--- config.mk ---
export PLATFORM = sky130hd
export DESIGN_NAME = cdb_rr_arbiter
export DESIGN_NICKNAME = d
export VERILOG_FILES = /design/src/rtl/cdb_rr_arbiter.sv
export SDC_FILE = /design/constraint.sdc
export NUM_CORES = 1
export LEC_CHECK = 0
export ABC_CLOCK_PERIOD_IN_PS = 4850
export BUFFER_PORTS_ARGS = -buffer_cell sky130_fd_sc_hd__buf_4
export CORE_ASPECT_RATIO = 1.75
export CORE_UTILIZATION = 44
export DETAILED_ROUTE_END_ITERATION = 10
export PLACE_DENSITY = 0.87
export SLEW_MARGIN = 0
export SYNTH_ARGS = -nofsm -noshare
export SYNTH_HDL_FRONTEND = slang
export SYNTH_SLANG_ARGS = --single-unit
--- constraint.sdc ---
create_clock -name clk -period 4.85 [get_ports clk]
set_input_delay 1.455 -clock clk [delete_from_list [all_inputs] [get_ports clk]]
set_output_delay 1.455 -clock clk [all_outputs]
set_load 0.01 [all_outputs]
--- src/rtl/cdb_rr_arbiter.sv ---
// Round-robin arbiter for the common data bus: picks at most one pending
// functional-unit result per cycle and registers it as the CDB broadcast.
module cdb_rr_arbiter #(
    parameter int N_REQ  = 4,
    parameter int TAG_W  = 6,
    parameter int DATA_W = 32,
    localparam int SRC_W = (N_REQ > 1) ? $clog2(N_REQ) : 1
) (
    input  logic                      clk,
    input  logic                      rstn,
    input  logic                      flush,
    input  logic [N_REQ-1:0]          req_valid,
    input  logic [N_REQ*TAG_W-1:0]    req_tag,
    input  logic [N_REQ*DATA_W-1:0]   req_data,
    output logic [N_REQ-1:0]          req_ready,
    output logic                      cdb_valid,
    output logic [TAG_W-1:0]          cdb_tag,
    output logic [DATA_W-1:0]         cdb_data,
    output logic [SRC_W-1:0]          cdb_src
);

    localparam logic [SRC_W:0]   N_EXT = (SRC_W+1)'(N_REQ);
    localparam logic [SRC_W-1:0] LAST  = SRC_W'(N_REQ - 1);

    logic [SRC_W-1:0]  rr_ptr;
    logic [SRC_W:0]    cand;
    logic [SRC_W-1:0]  gidx;
    logic              found;
    logic              grant;
    logic [SRC_W-1:0]  ptr_next;
    logic [TAG_W-1:0]  grant_tag;
    logic [DATA_W-1:0] grant_data;

    // Circular search starting at rr_ptr; the first valid hit wins.
    always_comb begin
        cand  = '0;
        gidx  = '0;
        found = 1'b0;
        for (int k = 0; k < N_REQ; k++) begin
            cand = {1'b0, rr_ptr} + (SRC_W+1)'(k);
            if (cand >= N_EXT)
                cand = cand - N_EXT;
            if (!found && req_valid[cand[SRC_W-1:0]]) begin
                found = 1'b1;
                gidx  = cand[SRC_W-1:0];
            end
        end
    end

    assign grant = found && !flush && rstn;

    always_comb begin
        req_ready = '0;
        if (grant)
            req_ready[gidx] = 1'b1;
    end

    assign ptr_next   = (gidx == LAST) ? '0 : gidx + 1'b1;
    assign grant_tag  = req_tag[int'(gidx)*TAG_W +: TAG_W];
    assign grant_data = req_data[int'(gidx)*DATA_W +: DATA_W];

    // Broadcast register; tag/data/src keep their last values on idle cycles.
    always_ff @(posedge clk or negedge rstn) begin
        if (!rstn) begin
            cdb_valid <= 1'b0;
            cdb_tag   <= '0;
            cdb_data  <= '0;
            cdb_src   <= '0;
            rr_ptr    <= '0;
        end else if (grant) begin
            cdb_valid <= 1'b1;
            cdb_tag   <= grant_tag;
            cdb_data  <= grant_data;
            cdb_src   <= gidx;
            rr_ptr    <= ptr_next;
        end else begin
            cdb_valid <= 1'b0;
        end
    end

endmodule

==> flow_metrics.tcl <==
set metrics [dict create \
    status "finished, final reports clean" \
    drtIter0Drc 115 \
    crit_start "req_valid[2]" \
    hold_ws_ps 491 \
    timing_hold_violations_final 0 \
    synth-edff-count 0 \
    ant_nets 0 \
    worst_pin_slew_ps 727 \
    grt_antenna_before_repair 0 \
    grt_use_total 0.266 \
    numCtsBuffers 5 \
    hold_path_class "flip-flop to flip-flop" \
    drc_errors 0 \
    clock_sinks 43 \
    end_kind "output pin" \
    finalMaxSlewViolations 0 \
    reg2reg_depth 6 \
    max_freq_mhz 241 \
    clk_latency_ps 290 \
    core_area_um2 5930 \
    synthTopCellsByCount "mux2i_1, nand2_1, dfrtp_1" \
    yosys_register_bits 43 \
    synth.area.top_cells "dfrtp_1, mux2i_1, o221ai_1, nand2_1, o221ai_2" \
    r2r_setup_slack_ps 2690 \
    synthFlopType "dfrtp_1" \
    rr_startpoint "rr_ptr[0]" \
    cts_setup_buffers 0 \
    period_share 0.854 \
    die_height_um 106 \
    worstPathMaxFanout 4 \
    critical_path_arrival_ps 2690 \
    dp_hpwl_um 6740 \
    power_density_nw_per_um2 397 \
    die_w_um 61.5 \
    n_antenna_cell 0 \
    nets 605 \
    routed_wl_um 8740 \
    start_kind "primary input" \
    synthCells 251 \
    dieArea_um2 6540 \
    required_ps 3390 \
    cp-endpoint "req_ready[3]" \
    synth_area_um2 2730 \
    syn-num-nets 411 \
    cts_tree "built" \
    min_period_ps 4140 \
    overflow 0 \
    ys_seq_area_frac 0.394 \
    fin_worst_skew_ps 9.48 \
    tns_ps 0 \
    finalSetupViolCount 0 \
    synthToLayoutAreaGrowth_pct 60.1 \
    setup.worst_path.class "primary input to output pin" \
    vias_per_cell 5.44 \
    async_flop_share 1.00 \
    synthDistinctLibCells 26 \
    rows 37 \
    gp_congestion 0.873 \
    cts_buffer_depth 2 \
    slew_headroom 0.515 \
    synth_warnings 0 \
    start_util 0.461 \
    layout-drive-gt1-share 0.520 \
    holdBufCountCts 0 \
    synth_top_area_frac 0.394 \
    cts_root_buf "clkbuf_8" \
    postSynthAreaPerCell_um2 10.9 \
    first_pass_iters 4 \
    h-tree-depth 2 \
    cts.clk_slew.worst_paths_ps 80 \
    drv_cap 0 \
    cts_resized 0 \
    io_buffers 203 \
    reg2reg_to "cdb_data[26]" \
    peakVddDrop_mv 0.282 \
    grt_max_degree 46 \
    grt_pass1_vias 2807 \
    wl_per_cell_um 16.7 \
    rsz0062_at_grt "no" \
    num_io_pins 204 \
    synth_most_common_cell "mux2i_1" \
    grt_pass1_wl_um 12800 \
    power.leakage_nw 2.34 \
    yosysTopAreaCell "dfrtp_1" \
    routed-via-count 2850 \
]
## state kept, by name (all words and copies together) (netlist names)
| name | flops |
|---|---|
| cdb_tag | 6 |
| rr_ptr | 2 |
| cdb_src | 2 |
| cdb_valid | 1 |
| cdb_data | 32 |
## logic make-up after synthesis
family	after synthesis	synth area share
mux	76	0.279
simple gates	61	0.0944
compound gates	46	0.168
flops	43	0.394
buf+inv	24	0.0605
fa+ha+maj	1	0.00458
## worst max-delay path, cell delays in order
cell and delay [ps]:
buf_4 120, nor2b_1 140, a21boi_1 130, o32a_1 360, ha_1 200, and2_1 140, buf_4 140
## routing by layer
layer | vias to the layer above | part of all wire | global-route usage
met2 | 144 | 0.56 | 0.488
met5 | - | 0 | 0
met3 | 31 | 0.058 | 0.0450
met1 | 1343 | 0.34 | 0.269
li1 | 1332 | - | -
met4 | 0 | 0.043 | 0.132
## stage by stage
stage | instances | instance area (um^2) | util | total power (W) | worst slack [ps]
5_1_grt | 524 | 4370 | 0.738 | 0.00184 | 666
2_1_floorplan | 251 | 2730 | - | 0.00109 | 888
6_report | 524 | 4370 | 0.738 | 0.00173 | 708
4_1_cts | 524 | 4370 | 0.738 | 0.00176 | 714
3_5_place_dp | 516 | 4250 | 0.718 | 0.00146 | 720
3_3_place_gp | 516 | 4250 | 0.718 | 0.00143 | 784
## where the power goes
part | switching (W) | total, W | internal, W
logic | 0.000409 | 0.000876 | 0.000466
clock network | 0.000126 | 0.000292 | 0.000167
registers | 0.0000817 | 0.000566 | 0.000485
## area by class of cell
class	instances	area, um^2
Timing Repair Buffer	209	1570
Fill cell	452	1560
Multi-Input combinational cell	184	1500
Sequential cell	43	1080
Tap cell	78	97.6
Clock buffer	6	82.6
Clock inverter	2	35.0
Inverter	2	7.51
## cells in the final DEF (no fill, tap or decap), types with 2 or more instances in the layout
cell type | Yosys | final
a21o_1 | 2 | 2
o221ai_1 | 28 | 28
nand2_1 | 44 | 43
dfrtp_1 | 43 | 43
clkbuf_8 | 0 | 6
nor2b_1 | 3 | 3
mux2i_1 | 76 | 76
buf_4 | 6 | 209
nor2_1 | 9 | 9
o221ai_2 | 11 | 10
## worst min path at each step
stage                       startpoint      endpoint  slack [ps]  cells past startpoint
after floorplan             cdb_src[1]    cdb_src[1]         510                      2
after detailed placement  cdb_data[30]  cdb_data[30]         470                      2
final                     cdb_data[30]  cdb_data[30]         490                      2
after global routing      cdb_data[16]  cdb_data[16]         520                      2
after global placement      cdb_src[1]    cdb_src[1]         460                      2
after CTS                   cdb_src[0]    cdb_src[0]         500                      1
Note: power is estimated with default switching activity, not from simulation.
